<file path="config.mk">
export PLATFORM = sky130hd
export DESIGN_NAME = sequence_filter_n
export DESIGN_NICKNAME = d
export VERILOG_FILES = /design/src/rtl/sequence_filter_n.sv
export SDC_FILE = /design/constraint.sdc
export NUM_CORES = 1
export LEC_CHECK = 0
export CORE_ASPECT_RATIO = 1.5
export CORE_MARGIN = 5
export CORE_UTILIZATION = 55
export CTS_CLUSTER_SIZE = 12
export DETAILED_ROUTE_END_ITERATION = 10
export GPL_TIMING_DRIVEN = 0
export HOLD_SLACK_MARGIN = 0.02
export PLACE_DENSITY = 0.76
export RECOVER_POWER = 25
export SYNTH_ARGS = -nofsm -noshare
export SYNTH_HDL_FRONTEND = slang
export SYNTH_SLANG_ARGS = --single-unit
</file>
<file path="constraint.sdc">
create_clock -name clk -period 6 [get_ports clk]
set_clock_uncertainty 0.15 [all_clocks]
set_input_delay 1.2 -clock clk [delete_from_list [all_inputs] [get_ports clk]]
set_output_delay 1.2 -clock clk [all_outputs]
set_load 0.01 [all_outputs]
</file>
<file path="src/rtl/sequence_filter_n.sv">
// ============================================================================
// Module   : sequence_filter_n
// Brief    : Recursive moving-sum filter over the last ORDER accepted samples,
//            with valid handshake, run enable and optional output saturation.
// Revision : 1.0 - initial release
// ============================================================================
`default_nettype none

module sequence_filter_n #(
    parameter int WIDTH = 32,
    parameter int ORDER = 4,
    parameter int SAT   = 0
) (
    input  logic                    clk,
    input  logic                    reset,
    input  logic                    enable_start,
    input  logic                    in_valid,
    input  logic signed [WIDTH-1:0] x_n,
    output logic signed [WIDTH-1:0] y,
    output logic                    out_valid,
    output logic                    primed,
    output logic                    overflow
);

    localparam int ACC_W = WIDTH + $clog2(ORDER);
    localparam int CNT_W = $clog2(ORDER + 1);
    localparam int TOP_W = ACC_W - WIDTH + 1;
    localparam logic [CNT_W-1:0] C_CNT_FULL = CNT_W'(ORDER);

    logic signed [WIDTH-1:0] dl_q [ORDER];
    logic signed [ACC_W-1:0] acc_q, acc_d;
    logic signed [ACC_W-1:0] w_x_ext, w_old_ext;
    logic signed [WIDTH-1:0] y_q, y_d;
    logic [CNT_W-1:0]        cnt_q, cnt_d;
    logic                    out_valid_q, primed_q, overflow_q;
    logic                    w_accept, w_fits;
    logic [TOP_W-1:0]        w_top;

    assign w_accept  = enable_start & in_valid & ~reset;
    assign w_x_ext   = ACC_W'(x_n);
    assign w_old_ext = ACC_W'(dl_q[ORDER-1]);
    assign acc_d     = acc_q + w_x_ext - w_old_ext;

    // The value fits in WIDTH when every bit above the WIDTH sign bit copies it.
    assign w_top  = acc_d[ACC_W-1:WIDTH-1];
    assign w_fits = (&w_top) | ~(|w_top);

    generate
        if (SAT != 0) begin : g_sat
            always_comb begin
                y_d = acc_d[WIDTH-1:0];
                if (!w_fits) begin
                    y_d = acc_d[ACC_W-1] ? {1'b1, {(WIDTH-1){1'b0}}}
                                         : {1'b0, {(WIDTH-1){1'b1}}};
                end
            end
        end else begin : g_wrap
            assign y_d = acc_d[WIDTH-1:0];
        end
    endgenerate

    assign cnt_d = (cnt_q == C_CNT_FULL) ? cnt_q : cnt_q + CNT_W'(1);

    always_ff @(posedge clk) begin
        if (reset) begin
            for (int k = 0; k < ORDER; k++) begin
                dl_q[k] <= '0;
            end
            acc_q       <= '0;
            y_q         <= '0;
            cnt_q       <= '0;
            out_valid_q <= 1'b0;
            primed_q    <= 1'b0;
            overflow_q  <= 1'b0;
        end else begin
            out_valid_q <= w_accept;
            if (w_accept) begin
                for (int k = ORDER - 1; k > 0; k--) begin
                    dl_q[k] <= dl_q[k-1];
                end
                dl_q[0]  <= x_n;
                acc_q    <= acc_d;
                y_q      <= y_d;
                cnt_q    <= cnt_d;
                primed_q <= (cnt_d == C_CNT_FULL);
                if (!w_fits) begin
                    overflow_q <= 1'b1;
                end
            end
        end
    end

    assign y         = y_q;
    assign out_valid = out_valid_q;
    assign primed    = primed_q;
    assign overflow  = overflow_q;

endmodule

`default_nettype wire
</file>
==> impl.org, run 1 <==
** Status
- The run finished with clean final reports.

** CTS
- The H-tree generated during clock tree synthesis spans 4 levels.
- The number of hold buffers added after CTS was 0.
- The clock passes through at most 2 buffers.
- Clock latency on the worst-skew pair, taken at its later pin, is 0.44 ns.
- Number of resized instances in the post-cts repair step :: 0
- Clock slew at the register clock pins of the worst setup and hold paths :: 0.07 ns
- Number of buffers created by CTS :: 17
- TritonCTS built the clock tree.
- # Post-CTS Setup Buffers :: 0
- Clock sink total :: 168
- Clock root buffer :: clkbuf_16

** Timing
- Final Cycle Share :: ~77%
- Setup total negative slack on the finished layout was measured at 0 ns.
- Clock period minus worst slack :: 4.646 ns
- Setup violations remaining at the end of the flow were counted as 0.
- In the post-route analysis, the smallest setup slack over all paths is between 1 and 1.5 ns.
- Unrepaired setup endpoints after global routing :: no
- The final number of max-transition violations was 0.
- Worst relative slew slack :: 55.91%
- Final worst hold slack :: 0.3054 ns
- The final hold violation count came to 0.
- Based on the critical path, the design can be clocked at up to roughly 0.22 GHz.
- For the pin with the worst max-slew slack, the measured transition is 0.6614 ns.

** Placement
- The HPWL after detailed placement is 14.19 mm.
- Placer Congestion :: 0.9120
- Count of input and output buffers :: 69
- The number of placed instances, taps included, is 1165.
- The placed instances occupy a cell area of 10380 sq um.
- Prior to clock tree synthesis, the placed netlist has a worst setup slack of approximately 0.95 ns.

** Global routing
- Maximum number of pins on one net before global-route repair :: 78
- First-pass GRT wire length :: 32.07 mm
- Number of antenna violations at the first check in global routing :: 0
- Aggregate global routing overflow :: 0
- Number of global-route vias before repair :: 6515
- Global routing used 20.99% of the available tracks.

** Floorplan
- The die covers about 20000 sq um.
- The floorplan step set the die width to 116.7 um.
- In this run the count of I/O pins placed on the die edge is 71.
- Chip height :: 170.1 um
- In this run the standard cell core region covers 16760 sq um.
- For this configuration, the core starts out at a cell density of 56.03%.
- Row generation in the floorplan step produced 58 rows.

** Job
- Max-cap violations in this run came to 0.

** Power and ir drop
- Maximum ir drop on the vdd rail :: 0.0002493 V
- Pwr per Cell Area :: ~370 nW/um^2
- The analysis attributes to cell leakage a power of 4.750 nW.
- Final Total Pwr :: roughly 4 mW

** Finish
- The finished cells cover 11010 sq um.
- Final Net Count :: 1080
- Area grow syn2layout :: 17.21%
- The repair_antennas step left the layout with diodes totalling 0.
- The finished layout holds 1197 standard cells, fillers aside.
- Core occupancy in the finished layout :: 65.67%
- Of the cells placed in the final design, the portion with a size suffix greater than 1 is 8.916%.

** Synth
- Mux contribution to synthesized area :: 0.2265%
- Most frequent cells after synthesis :: inv_1 (140), edfxtp_1 (128), and2_1 (100)
- Count of state elements after synthesis :: 168
- In the post-synthesis netlist, the biggest area contributors are edfxtp_1 (41%), dfxtp_1 (8.5%), fa_1 (7.0%), and2_1 (6.7%), inv_1 (5.6%).
- EDFF count, synth :: ~130
- Summing the sequential cell areas from Yosys gives 49.45% of the chip area.
- By instance count, the leading cell after synthesis is inv_1.
- Post-Synthesis Net Count :: approximately 990
- For this run, the number of Yosys warnings is 0.
- The synthesized netlist devotes between 10% and 20% of its cell area to simple gates.
- Synth Area in Adders :: 11.96%
- Cell type with the largest total area after synthesis :: edfxtp_1
- Unique cell type count in the Yosys netlist :: 60
- The top cell type by area accounts for 40.92% of the synthesized area.
- After synthesis, the share of flip-flops with an asynchronous set or reset is 0%.
- After technology mapping, the gate count stands at 885.
- The synthesized netlist devotes 10.80% of its cell area to compound gates.
- Post-synth design cell area :: 9393 sq um
- A synthesized cell averages 10.61 sq um.
- After Yosys synthesis, XOR and XNOR cells account for 2.704% of the synthesized area.
- Combinational family with the most area after synthesis :: simple AND/OR/NAND/NOR gates
- Commonest register cell after synthesis :: edfxtp_1

** Worst setup path
- At the worst endpoint, the arrival time is approximately 4.8 ns.
- In this run the critical register-to-register path is launched from acc_q[1].
- For this design, the slowest cell found on the critical path is fa_1.
- Grouping stages by cell kind, the critical path spends the most delay in compound AO/OA/AOI/OAI gates.
- Cell depth of the worst flop-to-flop path :: 13
- In this run the critical register-to-register path is captured at acc_q[28].
- Kind of end point of the critical path :: flip-flop
- In this design, the stage delay of the slowest critical-path cell is between 0.5 and 0.6 ns.
- Tracing the worst setup path back leads to its startpoint at x_n[1].
- For flop-to-flop paths, the worst setup slack is 2.19 ns.
- Required time reported for the critical path endpoint :: 6.18 ns
- Maximum fanout count along the critical path :: 5
- Walking the worst path, the cells encountered are clkdlybuf4s50_1 -> inv_1 -> fa_1 -> inv_1 -> fa_1 -> a211o_1 -> a21oi_2 -> a21o_1 -> o211a_2 -> o21ai_1 -> a21oi_1 -> o21ai_0 -> xnor2_1 -> a22o_1.
- The critical path is of the input port to flip-flop type.
- The worst setup path is launched from an input port.
- The critical path contains buffers and inverters numbering 3 combined.

** Worst hold path
- The worst hold path terminates at acc_q[32].
- Worst min-delay path startpoint :: acc_q[32]
- Type of the tightest min-delay check :: flip-flop to flip-flop
- Hold Path Cell Cnt :: 2

** Route
- Summing over every cut layer, the via total after detailed routing is 6319.
- After the first detailed-routing iteration, the DRC count stood at 312.
- DRC violation count after routing :: 0
- Remaining number of nets flagged by the antenna check after routing :: 0
- Total iterations of the first detailed-routing run :: 4
- Final wirelength :: roughly 20 mm
- Average detailed-routed wire length per instance :: 16.32 um
- Vias/cell :: 5.279
## placed cells by master (no fill, tap or decap), types with 32 or more instances in the layout
cell	instances
fa_1	33
inv_1	139
nor3_1	36
dfxtp_1	40
clkdlybuf4s50_1	55
ha_1	37
and2_1	91
nand2_1	64
edfxtp_1	128
buf_4	32
a21oi_1	54
## tightest hold or removal path: cells and delay by family (launching register included)
kind	cells	cell delay, ns
DFF	1	0.31
and+or+nand+nor	1	0.05
AOI/OAI and AO/OA	1	0.05
## where the power goes
group	switching [mW]	internal [mW]
logic	0.785	0.667
clock network	0.482	0.707
registers	0.0606	1.36
total	1.33	2.73
## routing by layer
metal	vias to the layer above	global-route usage, %	routed length [um]
li1	3106	-	-
met3	37	5.372	974
met2	132	35.99	10110
met5	-	0	0
met4	0	8.483	557
met1	3044	24.90	7895
## flip-flops by register name, indices dropped and copies added (netlist names)
name	cells
cnt_q	3
out_valid	1
dl_q	128
overflow	1
primed	1
acc_q	34
## worst max-delay path by stage
stage	to	slack (ns)	cells after the start
2_1_floorplan	dl_q[0][0]	1.43	3
3_3_place_gp	acc_q[15]	-0.27	5
3_5_place_dp	acc_q[28]	0.95	14
4_1_cts	acc_q[28]	1.40	14
5_1_grt	overflow	1.22	14
6_report	acc_q[28]	1.35	14
## layout make-up
cell class,count,area (sq um)
repair buffers,70,718.2
plain buffers,69,444.2
multi-input cells,508,3769
clock inverters,15,215.2
clock buffers,17,425.4
inverters,140,530.5
flip-flops and latches,168,4644
fillers,1322,5754
well taps,210,262.8
## logic make-up after synthesis
| family | after synthesis |
|---|---|
| DFF | 168 |
| xor gates and xnor gates | 29 |
| and+or+nand+nor | 260 |
| buffers and inverters | 209 |
| muxes | 2 |
| adders and majority gates | 70 |
| AOI/OAI and AO/OA | 147 |
(Power assumes the default switching activity.)
==> run 2: changes to the inputs <==
--- a/config.mk
+++ b/config.mk
@@ -7,12 +7,12 @@
 export LEC_CHECK = 0
 export CORE_ASPECT_RATIO = 1.5
 export CORE_MARGIN = 5
-export CORE_UTILIZATION = 55
+export CORE_UTILIZATION = 54
 export CTS_CLUSTER_SIZE = 12
 export DETAILED_ROUTE_END_ITERATION = 10
 export GPL_TIMING_DRIVEN = 0
 export HOLD_SLACK_MARGIN = 0.02
-export PLACE_DENSITY = 0.76
+export PLACE_DENSITY = 0.77
 export RECOVER_POWER = 25
 export SYNTH_ARGS = -nofsm -noshare
 export SYNTH_HDL_FRONTEND = slang
==> constraint.sdc (replaced) <==
create_clock -name clk -period 4.1 [get_ports clk]
set_clock_uncertainty 0.15 [all_clocks]
set_input_delay 0.82 -clock clk [delete_from_list [all_inputs] [get_ports clk]]
set_output_delay 0.82 -clock clk [all_outputs]
set_load 0.01 [all_outputs]
==> run 2 against run 1 <==
Combinational power rose by 52%. Non-clock buffer count rose by 3. Via count rose by 1.1%. Cell count rose by 0.50%. Setup slack got worse by 1.3 ns. Flip-flop and latch count did not move.
==> impl.org, run 2 (synthesis gave the netlist of run 1 again) <==
** CTS
- H-Tree Level Count :: 4
- In this run, CTS created clock tree buffers numbering 17.
- TritonCTS built the clock tree.
- After clock tree synthesis, the clock-pin slew on the worst setup and hold paths is 0.07 ns.
- Maximum buffer depth of the clock tree :: 2
- Clock Latency Late Sink :: 0.43 ns
- Clock root buffer :: clkbuf_16
- Clock sink total :: 168
- Hold buffer count at cts :: 0

** Status
- The flow ran to the end, and the final reports show no timing, DRC or antenna violations.

** Global routing
- Entering global routing, the biggest net connects 39 pins.
- Grt met2 use :: 36.11%
- First-pass GRT wire length :: 31.86 mm
- Most Crowded Layer GR :: met2
- Aggregate global routing overflow :: 0
- The via count of the first global-routing pass came to 6520.
- Met3 usage :: 4.079%
- The initial antenna violation count came to 0.
- Met1 Use GR :: 23.48%
- In the global route stage, overall resource usage came out at 19.83%.

** Job
- Max capacitance violation total :: 0

** Finish
- Summing all multi-input logic gate instances after layout gives 3870 sq um.
- Number of flip-flops under the largest register name :: roughly 130
- In the layout the commonest cells are inv_1 (138), edfxtp_1 (128), and2_1 (80).
- Reg with most FFs :: dl_q
- Largest registers in the final layout :: dl_q: 128 flops, acc_q: 34 flops, cnt_q: 3 flops
- Ant diodes :: 0
- After filler insertion, the fill cell instance count of the layout stands at 1333.
- Commonest non-fill, non-tap cell in the layout :: inv_1
- Area grow syn2layout :: 18.57%
- Footprint of the flip-flops and latches :: ~4600 sq um
- Core occupancy in the finished layout :: 64.75%
- Final Net Count :: 1083
- Proportion of layout cells with a drive suffix above 1 :: a little over a tenth

** Worst setup path
- Kind of end point of the critical path :: flip-flop
- Setup slack on the worst reg-to-reg path comes out at 0.52 ns.
- The setup path with the least slack is of type input port to flip-flop.
- Required time reported for the critical path endpoint :: 4.30 ns
- Critical Path AT :: 4.21 ns
- Kind of launch point of the worst setup path :: input port
- Along the worst path, the maximum fanout reaches 3.

** Worst hold path
- The worst hold path belongs to the class flip-flop to flip-flop.

** Timing
- Setup violations remaining at the end of the flow were counted as 0.
- The routed design could run at a clock period as short as 4.010 ns.
- Measured against its own limit, the worst slew margin works out to 39.59%.
- Final count of hold timing violations :: 0
- Setup repair after global routing could not meet its margin everywhere.
- For the pin with the worst max-slew slack, the measured transition is between 0.9 and 1 ns.
- Final Cycle Share :: 97.81%
- Achievable Freq :: about 0.25 GHz
- Max Transition Viols Final :: 0

** Floorplan
- Die W :: ~120 um
- I/O pin count :: 71
- Area enclosed by the die boundary :: slightly above 20000 sq um
- Standard-cell row count :: 59
- Core ar. :: 17200 sq um
- Chip height :: 171.5 um
- Initial Utilization :: roughly 55%

** Power and ir drop
- Leakage dissipation :: 4.819 nW
- Power comes to 5.971 mW.
- Maximum ir drop on the vdd rail :: 0.0003365 V
- Pwr per Cell Area :: 536.1 nW/um^2

** Route
- Remaining number of nets flagged by the antenna check after routing :: 0
- Final wirelength :: 19.63 mm
- Vias/cell :: 5.310
- For this run, design rule violations remaining after detail routing come to 0.
- 1st-iter DRT viols :: 377
- Average detailed-routed wire length per instance :: about 16 um
- Detailed routing inserted a total of 6388 vias.
- The first TritonRoute pass finished after 5 iterations.

** Placement
- The count of buffers added on input and output ports is 69.
- Detailed placement ended at an HPWL of 14.42 mm.
- Placer Congestion :: 0.8615
run 2: cell count changes in the layout (fill, tap and decap cells not counted), moves of 3 or more:
cell / delta
a21oi_2: +4
a211oi_1: -3
a21oi_1: -5
clkdlybuf4s50_1: -22
and2_0: +11
buf_12: +3
dlygate4sd3_1: +22
and2_1: -11
run 2: routing by layer:
layer  wire length, um  part of all wire, %  vias up
met5                 0                    0        -
met1              8028                   41     3123
met2             10480                   53      136
li1                  -                    -     3095
met3               768                  3.9       34
met4               350                  1.8        0
run 2: final timing paths:
check | start | endpoint | cells past startpoint
hold / removal | acc_q[32] | acc_q[32] | 2
hold reg to reg | acc_q[32] | acc_q[32] | 2
setup / recovery | x_n[1] | overflow | 14
setup reg to reg | acc_q[1] | overflow | 13
run 2: per-stage QoR:
stage / std cells / area [sq um] / setup TNS, ns / worst slack, ns / hold WS, ns
global route: 1203 / 11140 / -0.03320 / -0.03320 / 0.3412
floorplan: 885 / 9397 / 0 / 0.2504 / 0.2863
global placement: 1167 / 10350 / -169.16 / -1.278 / 0.2933
finish: 1203 / 11140 / 0 / 0.08989 / 0.3150
CTS: 1203 / 11060 / 0 / 0.001728 / 0.3151
detailed placement: 1170 / 10410 / -5.814 / -0.5720 / 0.3055
run 2: report_power, final:
| part | total (mW) | switching (mW) | internal, mW | leakage (nW) |
|---|---|---|---|---|
| registers | 2.08 | 0.0912 | 1.99 | 1.68 |
| clock network | 1.69 | 0.704 | 0.990 | 0.296 |
| logic | 2.20 | 1.19 | 1.01 | 2.84 |
run 2: area by class of cell:
class,instances,share of cell area (%)
multi-input combinational,508,34.75
inverter,140,4.752
clock inverter,14,1.663
sequential,168,41.70
buffer,69,3.988
tap,213,2.393
timing repair buffer,73,6.808
clock buffer,18,3.943
run 2: critical path, cell delays in order:
cell             delay, ns
clkdlybuf4s50_1       0.47
inv_2                 0.06
fa_1                  0.50
inv_1                 0.07
ha_1                  0.31
a211o_1               0.33
a211oi_2              0.29
or3_4                 0.20
a21oi_2               0.08
a211oi_4              0.28
a21o_1                0.21
xnor2_1               0.13
and4b_1               0.23
nor4_2                0.24
run 2: what timing repair did:
item,4_1_cts,5_1_grt
buffers inserted,1,0
gates resized for setup,4,17
pin swaps,8,6
setup endpoints to repair,4,10
hold endpoints to repair,0,0
==> run 3: changes to the inputs <==
--- a/config.mk
+++ b/config.mk
@@ -14,6 +14,7 @@
 export HOLD_SLACK_MARGIN = 0.02
 export PLACE_DENSITY = 0.77
 export RECOVER_POWER = 25
+export SETUP_SLACK_MARGIN = 0.2
 export SYNTH_ARGS = -nofsm -noshare
 export SYNTH_HDL_FRONTEND = slang
 export SYNTH_SLANG_ARGS = --single-unit
==> run 3 against run 2 <==
Power increased by 4.6%. Wire length increased by 3.3%. Clock power about the same. Critical path depth unchanged. Hold slack got worse by 0.0042 ns. First-iteration DRC count increased by 13%. Count of clock-buffer cells in the layout unchanged. Die area unchanged. Critical endpoint unchanged.
==> impl.org, run 3 (synthesis gave the netlist of run 1 again) <==
** Global routing
- First-pass GRT wire length :: 32.42 mm
- Aggregate global routing overflow :: 0
- The via count of the first global-routing pass is between 6000 and 7000.
- Maximum number of pins on one net before global-route repair :: 39
- The initial antenna violation count was 0.
- Aggregate global-route resource usage :: 20.16%

** CTS
- Number of buffers created by CTS :: 17
- TritonCTS clock tree :: built
- The clock passes through at most 2 buffers.
- In this run the clock root is driven by a clkbuf_16.
- The clock tree synthesis step divided the H-tree into 4 levels.
- The clock reaches the later pin of the worst-skew pair after 0.43 ns.
- Clock sink total :: 168
- Hold buffer count at cts :: 0
- Clock slew at the register clock pins of the worst setup and hold paths :: 0.07 ns

** Power and ir drop
- In this run the power density over the cells is 546.7 nW/um^2.
- Overall power consumption after layout is estimated at 6.243 mW.
- Portion of total power attributed to sequential cells :: 33.3%
- Maximum ir drop on the vdd rail :: 0.0003404 V
- Power spent charging and discharging nets :: between 2 and 2.5 mW
- Comb power frac :: between 30 and 40%
- Design internal power :: around 4.1 mW
- Of the total power, the clock network draws 27.1%.
- Net switching is between 30% and 40% of the power.
- Summed over all cells, the static leakage comes to 4.890 nW.

** Placement
- Count of input and output buffers :: 69
- Placer Congestion :: about 0.86
- Area post-placement :: 10410 sq um
- The wire-length estimate of the detail-placed layout is 14.42 mm.

** Status
- The run finished with clean final reports.

** Route
- Remaining number of nets flagged by the antenna check after routing :: 0
- Vias/cell :: 5.337
- Total iterations of the first detailed-routing run :: 5
- DRC violation count after routing :: 0
- Average detailed-routed wire length per instance :: 16.74 um
- Via total after detailed routing :: roughly 6500
- 1st-iter DRT viols :: between 400 and 500
- After detailed routing, the total wire length is 20.28 mm.

** Worst setup path
- Kind of end point of the critical path :: flip-flop
- Kind of launch point of the worst setup path :: input port
- For the worst setup path, the data arrival time is roughly 4.0 ns.
- Maximum fanout count along the critical path :: 4
- Critical path class :: input port to flip-flop
- Data on the critical path is required at its endpoint by approximately 4.3 ns.

** Finish
- Reg with most FFs :: dl_q
- Relative to the synthesized area, the layout overhead comes to 21.58%.
- Summing all multi-input logic gate instances after layout gives ~4100 sq um.
- The largest registers in the layout are dl_q: 128 flops, acc_q: 34 flops, cnt_q: 3 flops.
- The filler cells instantiated in the layout total 1286.
- Final Net Count :: 1091
- In the final layout, the share of cells above drive strength 1 is between 10% and 20%.
- Summing all flip-flop and latch instances after layout gives between 4000 and 5000 sq um.
- The number of antenna diodes in the final layout is 0.
- The register with the most flip-flops in the layout has 128 of them.
- Commonest non-fill, non-tap cell in the layout :: inv_1
- Final design area excluding fillers :: 11420 sq um
- Leaving out fill and tap cells, the most frequent cells in the layout are inv_1 (133), edfxtp_1 (128), and2_1 (80).

** Timing
- The final number of max-transition violations was 0.
- Worst relative slew slack :: 39.36%
- Derived from the worst setup path, the maximum achievable clock frequency is 0.2606 GHz.
- Setup repair after global routing could not meet its margin everywhere.
- Transition time of the tightest slew-check pin :: 0.9077 ns
- After routing, the total negative slack on setup checks comes to 0 ns.
- Final-report setup violation count :: 0
- Final Cycle Share :: 93.59%
- The final hold violation count was 0.
- Clock period minus worst slack :: roughly 3.8 ns

** Floorplan
- The initialized floorplan defines 59 standard-cell rows.
- 71 I/O pins were placed.
- The die is 171.5 um tall.
- Die W :: 117.7 um
- Initial Utilization :: about 55%
- The floorplan step defined a die boundary enclosing 20190 sq um.
- The region available for standard cell placement spans 17200 sq um.

** Job
- Max capacitance violation total :: 0

** Worst hold path
- Type of the tightest min-delay check :: flip-flop to flip-flop
-- run 3: changes by cell type in the layout (fill, tap and decap cells not counted), sizes merged --
cell	delta
buf	+8
dlygate4sd2	+1
clkdlybuf4s50	-2
dlymetal6s2s	+1
-- run 3: final timing paths --
path | start | to | slack, ns | cells past startpoint
worst max-delay path | x_n[4] | overflow | 0.26 | 14
worst min-delay path | acc_q[32] | acc_q[32] | 0.31 | 2
worst max register to register | acc_q[1] | acc_q[28] | 0.44 | 13
worst min register to register | acc_q[32] | acc_q[32] | 0.31 | 2
-- run 3: what timing repair did --
item / CTS / global route
resized for setup: 28 / 36
pin swaps: 26 / 23
gates cloned: 0 / 0
setup endpoints to repair: 12 / 13
hold endpoints to repair: 0 / 0
buffers inserted: 6 / 3
-- run 3: power groups by stage --
stage               Combinational (mW)  Sequential, mW  Clock, mW
floorplan                         1.61            2.08          0
global placement                  2.05            2.12          0
detailed placement                2.11            2.12          0
CTS                               2.28            2.08       1.72
global route                      2.71            2.10       1.78
finish                            2.47            2.08       1.69
-- run 3: per-layer routing --
| metal | track usage, % | part of all wire [%] | vias to the layer above |
|---|---|---|---|
| met5 | 0 | 0 | - |
| met4 | 6.737 | 2.4 | 0 |
| met3 | 4.046 | 3.7 | 36 |
| met2 | 36.80 | 53 | 136 |
| met1 | 23.81 | 40 | 3179 |
| li1 | - | - | 3112 |
-- run 3: final cells by class --
type,instances,area share (%)
plain buffers,69,3.890
clock buffers,18,3.846
clock inverters,14,1.622
inverters,140,4.635
multi-input cells,508,35.86
flip-flops and latches,168,40.67
well taps,213,2.334
repair buffers,81,7.144
-- run 3: critical path: stages --
cell and delay [ns]:
clkdlybuf4s50_1 0.45, inv_1 0.08, fa_1 0.51, inv_1 0.06
ha_4 0.28, o211a_1 0.20, a211oi_4 0.09, or3_4 0.40
a21oi_4 0.17, a211oi_4 0.10, a21o_1 0.22, a211oi_2 0.32
and4b_1 0.26, nor4_2 0.04
-- run 3: stage by stage --
step	setup WS, ns	util [%]	hold WS [ns]	cells
2_1_floorplan	0.2504	-	0.2863	885
6_report	0.2626	66.39	0.3108	1211
3_5_place_dp	-0.5720	60.54	0.3055	1170
5_1_grt	0.1209	66.39	0.3413	1211
4_1_cts	0.2077	65.25	0.3151	1208
3_3_place_gp	-1.278	60.20	0.2933	1167
